$ cat src/rtl/bp_pkg.sv
// bp_pkg: shared branch-prediction types for the predictor and the resolve queue
package bp_pkg;
    localparam int PC_W = 32;
    typedef struct packed {
        logic [PC_W-1:0] pc;
        logic            pred;
        logic [PC_W-1:0] alt_pc;
    } brq_entry_t;
    typedef enum logic [1:0] {NOT_TAKEN, NOT_TAKEN2, TAKEN, TAKEN2} bp_state_e;
endpackage

$ cat src/rtl/branch_resolve_queue_if.sv
// branch_resolve_queue_if: fetch/execute/predictor bundle around the resolve queue
interface branch_resolve_queue_if #(
    parameter int PC_W  = bp_pkg::PC_W,
    parameter int DEPTH = 4
);
    localparam int CW = $clog2(DEPTH + 1);
    logic            alloc_valid;
    logic [PC_W-1:0] alloc_pc;
    logic            alloc_pred;
    logic [PC_W-1:0] alloc_alt_pc;
    logic            alloc_ready;
    logic            resolve_valid;
    logic [PC_W-1:0] resolve_pc;
    logic            resolve_taken;
    logic            upd_valid;
    logic [PC_W-1:0] upd_pc;
    logic            upd_taken;
    logic            commit;
    logic            rollback;
    logic [PC_W-1:0] rollback_pc;
    logic            resolve_err;
    logic [CW-1:0]   count;
    modport master (
        output alloc_valid, alloc_pc, alloc_pred, alloc_alt_pc, resolve_valid, resolve_pc, resolve_taken,
        input  alloc_ready, upd_valid, upd_pc, upd_taken, commit, rollback, rollback_pc, resolve_err, count
    );
    modport slave (
        input  alloc_valid, alloc_pc, alloc_pred, alloc_alt_pc, resolve_valid, resolve_pc, resolve_taken,
        output alloc_ready, upd_valid, upd_pc, upd_taken, commit, rollback, rollback_pc, resolve_err, count
    );
endinterface

$ cat src/rtl/brq_fifo.sv
// brq_fifo: circular entry store with push/pop and a whole-queue flush
module brq_fifo
    import bp_pkg::*;
#(
    parameter int DEPTH = 4,
    parameter int CW    = $clog2(DEPTH + 1)
) (
    input  logic          clk,
    input  logic          rst,
    input  logic          push_i,
    input  logic          pop_i,
    input  logic          flush_i,
    input  brq_entry_t    wr_entry_i,
    output brq_entry_t    head_entry_o,
    output logic [CW-1:0] count_o
);
    localparam int PW = $clog2(DEPTH);
    brq_entry_t    mem_q [DEPTH];
    logic [PW-1:0] head_q, head_d, tail_q, tail_d;
    logic [CW-1:0] count_q, count_d;
    // pointer/occupancy next state; flush beats any push or pop
    always_comb begin
        head_d  = flush_i ? '0 : pop_i ? head_q + 1'b1 : head_q;
        tail_d  = flush_i ? '0 : push_i ? tail_q + 1'b1 : tail_q;
        count_d = flush_i ? '0 : count_q + CW'(push_i) - CW'(pop_i);
    end
    // pointer and occupancy registers
    always_ff @(posedge clk) begin
        if (rst) begin
            head_q  <= '0;
            tail_q  <= '0;
            count_q <= '0;
        end else begin
            head_q  <= head_d;
            tail_q  <= tail_d;
            count_q <= count_d;
        end
    end
    // entry storage, left uncleared on reset
    always_ff @(posedge clk) begin
        if (push_i) mem_q[tail_q] <= wr_entry_i;
    end
    assign head_entry_o = mem_q[head_q];
    assign count_o      = count_q;
endmodule

$ cat src/rtl/branch_resolve_queue.sv
// branch_resolve_queue: holds predicted branches until execute resolves them, trains and redirects
module branch_resolve_queue
    import bp_pkg::*;
#(
    parameter int DEPTH = 4,
    parameter int PC_W  = bp_pkg::PC_W
) (
    input logic clk,
    input logic rst,
    branch_resolve_queue_if.slave bus
);
    localparam int CW = $clog2(DEPTH + 1);
    brq_entry_t      head, wr_entry;
    logic [CW-1:0]   count;
    logic            res_ok, mis, err, push, pop;
    logic            upd_valid_q, upd_valid_d, commit_q, commit_d, rollback_q, rollback_d;
    logic            err_q, err_d, upd_taken_q, upd_taken_d;
    logic [PC_W-1:0] upd_pc_q, upd_pc_d, rb_pc_q, rb_pc_d;
    brq_fifo #(.DEPTH(DEPTH), .CW(CW)) u_fifo (
        .clk          (clk),
        .rst          (rst),
        .push_i       (push),
        .pop_i        (pop),
        .flush_i      (mis),
        .wr_entry_i   (wr_entry),
        .head_entry_o (head),
        .count_o      (count)
    );
    assign bus.alloc_ready = count != CW'(DEPTH);
    // resolve classification and response next state; a mispredict discards a same-cycle alloc
    always_comb begin
        wr_entry    = '{pc: bus.alloc_pc, pred: bus.alloc_pred, alt_pc: bus.alloc_alt_pc};
        res_ok      = bus.resolve_valid && count != '0 && bus.resolve_pc == head.pc;
        mis         = res_ok && bus.resolve_taken != head.pred;
        err         = bus.resolve_valid && !res_ok;
        push        = bus.alloc_valid && bus.alloc_ready && !mis;
        pop         = res_ok && !mis;
        upd_valid_d = res_ok;
        commit_d    = pop;
        rollback_d  = mis;
        err_d       = err;
        upd_pc_d    = res_ok ? head.pc : upd_pc_q;
        upd_taken_d = res_ok ? bus.resolve_taken : upd_taken_q;
        rb_pc_d     = mis ? head.alt_pc : rb_pc_q;
    end
    // registered responses; reset drops any pulse that was about to issue
    always_ff @(posedge clk) begin
        if (rst) begin
            upd_valid_q <= 1'b0;
            commit_q    <= 1'b0;
            rollback_q  <= 1'b0;
            err_q       <= 1'b0;
            upd_pc_q    <= '0;
            upd_taken_q <= 1'b0;
            rb_pc_q     <= '0;
        end else begin
            upd_valid_q <= upd_valid_d;
            commit_q    <= commit_d;
            rollback_q  <= rollback_d;
            err_q       <= err_d;
            upd_pc_q    <= upd_pc_d;
            upd_taken_q <= upd_taken_d;
            rb_pc_q     <= rb_pc_d;
        end
    end
    assign bus.upd_valid   = upd_valid_q;
    assign bus.upd_pc      = upd_pc_q;
    assign bus.upd_taken   = upd_taken_q;
    assign bus.commit      = commit_q;
    assign bus.rollback    = rollback_q;
    assign bus.rollback_pc = rb_pc_q;
    assign bus.resolve_err = err_q;
    assign bus.count       = count;
endmodule

$ cat src/flat_wrapper.sv
// flat-port wrapper written by rule: the top's interface ports become plain ports
module branch_resolve_queue_flat import bp_pkg::*;
#(
    parameter int DEPTH = 4,
    parameter int PC_W  = bp_pkg::PC_W
)
  (clk, rst, bus_alloc_valid, bus_alloc_pc, bus_alloc_pred, bus_alloc_alt_pc, bus_resolve_valid, bus_resolve_pc, bus_resolve_taken, bus_alloc_ready, bus_upd_valid, bus_upd_pc, bus_upd_taken, bus_commit, bus_rollback, bus_rollback_pc, bus_resolve_err, bus_count);
  branch_resolve_queue_if #(.PC_W(PC_W), .DEPTH(DEPTH)) bus_i ();
  input logic clk;
  input logic rst;
  input wire logic [$bits(bus_i.alloc_valid)-1:0] bus_alloc_valid;
  input wire logic [$bits(bus_i.alloc_pc)-1:0] bus_alloc_pc;
  input wire logic [$bits(bus_i.alloc_pred)-1:0] bus_alloc_pred;
  input wire logic [$bits(bus_i.alloc_alt_pc)-1:0] bus_alloc_alt_pc;
  input wire logic [$bits(bus_i.resolve_valid)-1:0] bus_resolve_valid;
  input wire logic [$bits(bus_i.resolve_pc)-1:0] bus_resolve_pc;
  input wire logic [$bits(bus_i.resolve_taken)-1:0] bus_resolve_taken;
  output wire logic [$bits(bus_i.alloc_ready)-1:0] bus_alloc_ready;
  output wire logic [$bits(bus_i.upd_valid)-1:0] bus_upd_valid;
  output wire logic [$bits(bus_i.upd_pc)-1:0] bus_upd_pc;
  output wire logic [$bits(bus_i.upd_taken)-1:0] bus_upd_taken;
  output wire logic [$bits(bus_i.commit)-1:0] bus_commit;
  output wire logic [$bits(bus_i.rollback)-1:0] bus_rollback;
  output wire logic [$bits(bus_i.rollback_pc)-1:0] bus_rollback_pc;
  output wire logic [$bits(bus_i.resolve_err)-1:0] bus_resolve_err;
  output wire logic [$bits(bus_i.count)-1:0] bus_count;
  assign bus_i.alloc_valid = bus_alloc_valid;
  assign bus_i.alloc_pc = bus_alloc_pc;
  assign bus_i.alloc_pred = bus_alloc_pred;
  assign bus_i.alloc_alt_pc = bus_alloc_alt_pc;
  assign bus_i.resolve_valid = bus_resolve_valid;
  assign bus_i.resolve_pc = bus_resolve_pc;
  assign bus_i.resolve_taken = bus_resolve_taken;
  assign bus_alloc_ready = bus_i.alloc_ready;
  assign bus_upd_valid = bus_i.upd_valid;
  assign bus_upd_pc = bus_i.upd_pc;
  assign bus_upd_taken = bus_i.upd_taken;
  assign bus_commit = bus_i.commit;
  assign bus_rollback = bus_i.rollback;
  assign bus_rollback_pc = bus_i.rollback_pc;
  assign bus_resolve_err = bus_i.resolve_err;
  assign bus_count = bus_i.count;
  branch_resolve_queue #(.DEPTH(DEPTH), .PC_W(PC_W)) u_core (.clk(clk), .rst(rst), .bus(bus_i));
endmodule
$ cat config.mk
export PLATFORM = sky130hd
export DESIGN_NAME = branch_resolve_queue_flat
export DESIGN_NICKNAME = d
export VERILOG_FILES = /design/src/rtl/bp_pkg.sv /design/src/rtl/branch_resolve_queue_if.sv /design/src/rtl/brq_fifo.sv /design/src/rtl/branch_resolve_queue.sv /design/src/flat_wrapper.sv
export SDC_FILE = /design/constraint.sdc
export NUM_CORES = 1
export LEC_CHECK = 0
export BUFFER_PORTS_ARGS = -buffer_cell sky130_fd_sc_hd__buf_2
export CAP_MARGIN = 10
export CORE_ASPECT_RATIO = 0.6
export CORE_UTILIZATION = 61
export CTS_CLUSTER_DIAMETER = 200
export DETAILED_ROUTE_END_ITERATION = 6
export PLACE_DENSITY = 0.84
export SYNTH_ARGS = -nofsm -noshare
export SYNTH_HDL_FRONTEND = slang
export SYNTH_HIERARCHICAL = 1
export SYNTH_SLANG_ARGS = --single-unit
export TNS_END_PERCENT = 5
$ cat constraint.sdc
create_clock -name clk -period 7.3 [get_ports clk]
set_input_delay 0.73 -clock clk [delete_from_list [all_inputs] [get_ports clk]]
set_output_delay 0.73 -clock clk [all_outputs]
set_load 0.01 [all_outputs]
### Word level (Yosys, flattened, before mapping)

Memories as Yosys holds them, arrays and structs flattened. A register that Yosys moved wholly into a read port is not among the register bits.
Index checks and enable logic that the tools add are counted.

| storage, ports and cells | value |
|---|---|
| register bits after elaboration | 76 |
| RAM bits | 260 |
| input port bits | 102 |
| output and inout port bits | 73 |
| memories kept | 1 |

Memories:

| name | words | bits a word | read ports | clocked after Yosys merged registers in | wr ports | RTL line | RTL |
|---|---|---|---|---|---|---|---|
| u_core.u_fifo.mem_q | 4 | 65 | 1 | 1 | 1 | brq_fifo.sv:18 | `brq_entry_t mem_q [DEPTH];` |

| cells by class | value |
|---|---|
| add/subtract/negate cells | 4 |
| equal/unequal tests | 3 |
| muxes and demuxes | 4 |
| reduce and logical (&&, ||, !) cells | 11 |

Operators with widths:

| operator | count |
|---|---|
| 32-bit equality test | 1 |
| 1-bit logical AND | 7 |
| 2-bit by 1-bit adder with 2-bit output, second input constant | 2 |
| 2-bit 2-to-1 mux | 2 |
| 3-bit by 1-bit adder with 3-bit output | 1 |
| 3-bit inequality test, second input constant | 1 |
| 3-bit nonzero test | 1 |
| 3-bit by 1-bit subtractor with 3-bit output | 1 |
| 1-bit logical NOT | 2 |
| 1-bit 2-to-1 mux | 2 |
| 2-bit OR reduction | 1 |
| 1-bit inequality test | 1 |

### Logic depth before layout (Yosys ltp)

| logic depth | value |
|---|---|
| depth after elaboration | 8 |
| mapped depth | 16 |

### By module

The synthesis kept the hierarchy.

By module, submodules not included:

| module | times used | cells an instance | area each (µm²) | sequential area each (µm²) |
|---|---|---|---|---|
| brq_fifo | 1 | 383 | 9864.5 | 7987.7 |
| branch_resolve_queue | 1 | 371 | 3029.2 | 1381.3 |

### Least setup slack after synthesis

OpenSTA, ideal clock, no wires.

| timing path | value |
|---|---|
| kind | flip-flop to flip-flop |
| start point | reg with a tool-made name |
| end point | mem u_core/u_fifo/mem_q[0][0] (netlist bit), enable pin |
| setup time | 0.430 ns |
| arrival | 3.909 ns |
| required time | 6.870 ns |
| slack | 2.962 ns |
| cell stages (with the launch flop) | 12 |
| buffers on the path | 3 |
| period minus slack after synthesis | 4.338 ns |
| path through | dfxtp_1 > buf_6 > buf_12 > mux4_2 > xor2_1 > nor2_1 > o2111a_1 > nand4_1 > clkbuf_1 > nor2_1 > nor2_1 > and2_1 |

RTL lines:

| element | RTL line |
|---|---|
| to (decl) | brq_fifo.sv:18 |

==> flow_summary.ini <==
[routing]
dr.pass1.iters = 5
wirelength_um = 29100
post-route-drc-count = 0
vias = 7592
viasPerCell = 6.26
drt.antenna.violating_nets = 0
wl_per_cell_um = 24.0
drtIter0Drc = 821

[placement]
io_buffers = 174
placed_cells = 1157
globalplace.congestion = 0.839
dpl.hpwl_um = 17500
place_area_um2 = 13900

[clock_tree]
cts_buffer_depth = 3
cts_tree = yes
cts_num_sinks = 338
htreeDepth = 1
clkLatencyLatePin_ns = 0.54
post_cts_buffers = 0
cts_made_buffers = 29
cts_resized = 0
clkSlewWorstSetupHoldPaths_ns = 0.07
hold_buffers = 0
cts_root_buf = clkbuf_16

[sta]
fin_setup_tns_ns = 0
fmax_mhz = 187
hold_viol_final = 0
slew_viol_final = 0
rsz0062_at_grt = false
period_share = 0.732
worstMarginPinSlew_ns = 1.05
slew_headroom = 0.303
finalCriticalPeriod_ns = 5.34
setup-violations-final = 0
skew_ns = 0.0106

[critical_path]
cp.required_ns = 7.76
path_class = reg2reg
worst_path_dominant_cell_family = simple AND/OR/NAND/NOR gates
max_stage_delay_ns = 0.83
critPathSlowestCell = dfxtp_4
critPathBufInv = 1
cp.arrival_ns = 5.81
startpoint_type = flip-flop
cp_max_fo = 67
path_cells = mux4_2, xor2_1, nor4_1, nand3_1, or3_4, or2_4, nor2_1, ha_1, inv_1, ha_1, fa_1, xor3_1, nor2_1
worst_setup_path_end_kind = flip-flop

[die]
fp-row-count = 40
die_h_um = 115
core_area_um2 = 20400
ios = 175
die_x_um = 190
initial_core_util = 0.633
die_area_um2 = 21700

[worst_hold_path]
min_from = bus_alloc_alt_pc[5]
hp-class = in2reg

[yosys]
synth_enable_flop_cells = 260
synth_seq_area_share = 0.727
ys.flop_type = edfxtp_1
synthArstFlopShare = 0
ys_types = 39
yosysWarnings = 6
synth.cell_area_um2 = 12900
synthCells = 754
yosys_register_bits = 338
syn_avg_cell_area_um2 = 17.1
synth_nets = 863

[global_routing]
grt-busiest-layer = met2
grt_usage = 0.273
grt_start_max_net_pins = 71
grt_overflow_total = 0
gr-usage-met3 = 0.0634
grt_pass1_vias = 7527
use_met2 = 0.414
grt_pass1_wl_um = 43700
met1_usage = 0.406
antenna_found_initial = 2

[cells_and_area]
fin_nets = 1024
area_growth_pct = 14.8
fill_cells = 1217
stdcell_count = 1212
drive_gt1_frac = 0.322
stdcell_area_um2 = 14800

[power_and_ir_drop]
p_leak_nw = 5.09
p_sw_w = 0.000920
p_per_area_nw_per_um2 = 278
power.share.clock = 0.357
switching_share = 0.224
combPwrFrac = 0.086
p_seq_frac = 0.556
p_int_w = 0.00319
ir_worst_vdd_v = 0.000229
power_w = 0.00411

[run]
drv_cap = 0

[status]
status = finished, final reports clean
==> power groups by stage <==
stage | Combinational [W] | Sequential (W) | Clock (W)
3_5_place_dp | 0.000350 | 0.00232 | 0
2_1_floorplan | 0.000208 | 0.00231 | 0
3_3_place_gp | 0.000336 | 0.00232 | 0
5_1_grt | 0.000376 | 0.00229 | 0.00156
6_report | 0.000355 | 0.00229 | 0.00147
4_1_cts | 0.000353 | 0.00228 | 0.00149
==> synth_stat cells (4+ instances only) <==
cell type	n	area, µm²
buf_12	5	100
buf_2	14	70.1
a21oi_1	66	330
ha_1	6	75.1
nand3_1	36	180
o21ai_1	8	40.0
nor4_1	6	37.5
o21ai_0	57	285
clkbuf_1	26	97.6
inv_1	17	63.8
nand4_1	33	206
dfxtp_1	78	1560
buf_1	5	18.8
and2_1	4	25.0
nor2_1	14	52.6
o22ai_1	4	25.0
edfxtp_1	260	7810
mux4_2	65	1460
xor2_1	23	201
==> through the flow <==
step	worst slack, ns	util	hold slack [ns]
2_1_floorplan	2.96	-	0.494
3_3_place_gp	2.27	0.682	0.455
3_5_place_dp	2.13	0.682	0.462
4_1_cts	2.05	0.727	0.386
5_1_grt	1.74	0.727	0.396
6_report	1.96	0.727	0.405
==> registers in the layout (all words and copies together), names as in the netlist, named ones only <==
signal and flops:
u_core/u_fifo/mem_q 260, u_core/bus.resolve_err 1, u_core/bus.upd_valid 1, u_core/u_fifo/head_q 2, u_core/u_fifo/count_o 3, u_core/bus.rollback 1
u_core/bus.upd_pc 32, u_core/bus.rollback_pc 32, u_core/bus.upd_taken 1, u_core/bus.commit 1, u_core/u_fifo/tail_q 2
==> cell families after synthesis <==
group,Yosys count,share of synthesized area
multiplexers,66,0.114
XOR/XNOR,27,0.0195
AND/OR/NAND/NOR,105,0.0456
buffers and inverters,70,0.0295
AO/OA/AOI/OAI,141,0.0571
flip-flops,338,0.727
adder cells (fa/ha/maj),7,0.00737
==> placed cells by master, fill, tap and decap left out, drive strengths merged, types with 2 or more instances in the layout <==
cell type / n
a21oi: 66
a22oi: 2
and2: 4
buf: 183
bufinv: 2
clkbuf: 39
clkinv: 11
dfxtp: 78
diode: 2
edfxtp: 260
ha: 6
inv: 17
mux4: 65
nand2: 3
nand3: 36
nand4: 33
nor2: 14
nor3: 2
nor4: 6
o21ai: 65
o22ai: 4
or2: 2
xnor2: 3
xor2: 23
==> path summary, 6_finish.rpt <==
check / slack, ns / depth (start not counted) / endpoint
worst min-delay path: 0.40 / 1 / u_core/u_fifo/mem_q[2][5]
worst max-delay path: 1.96 / 13 / u_core/u_fifo/count_o[2]
worst max register to register: 1.96 / 13 / u_core/u_fifo/count_o[2]
worst min register to register: 0.47 / 2 / u_core/bus.rollback_pc[25]
==> routing by layer <==
layer	up-vias	wire, µm
met2	400	13300
met1	3841	12500
met5	-	0
li1	3299	-
met4	0	616
met3	52	2800
==> area by class of cell <==
cell class | count | area, µm² | share of cell area
Sequential cell | 338 | 9380 | 0.633
Clock inverter | 14 | 116 | 0.00786
Multi-Input combinational cell | 346 | 3180 | 0.215
Clock buffer | 39 | 783 | 0.0529
Inverter | 17 | 63.8 | 0.00431
Timing Repair Buffer | 183 | 938 | 0.0634
Tap cell | 273 | 342 | 0.0231
Antenna cell | 2 | 5.00 | 0.000338
(Power assumes the default switching activity.)
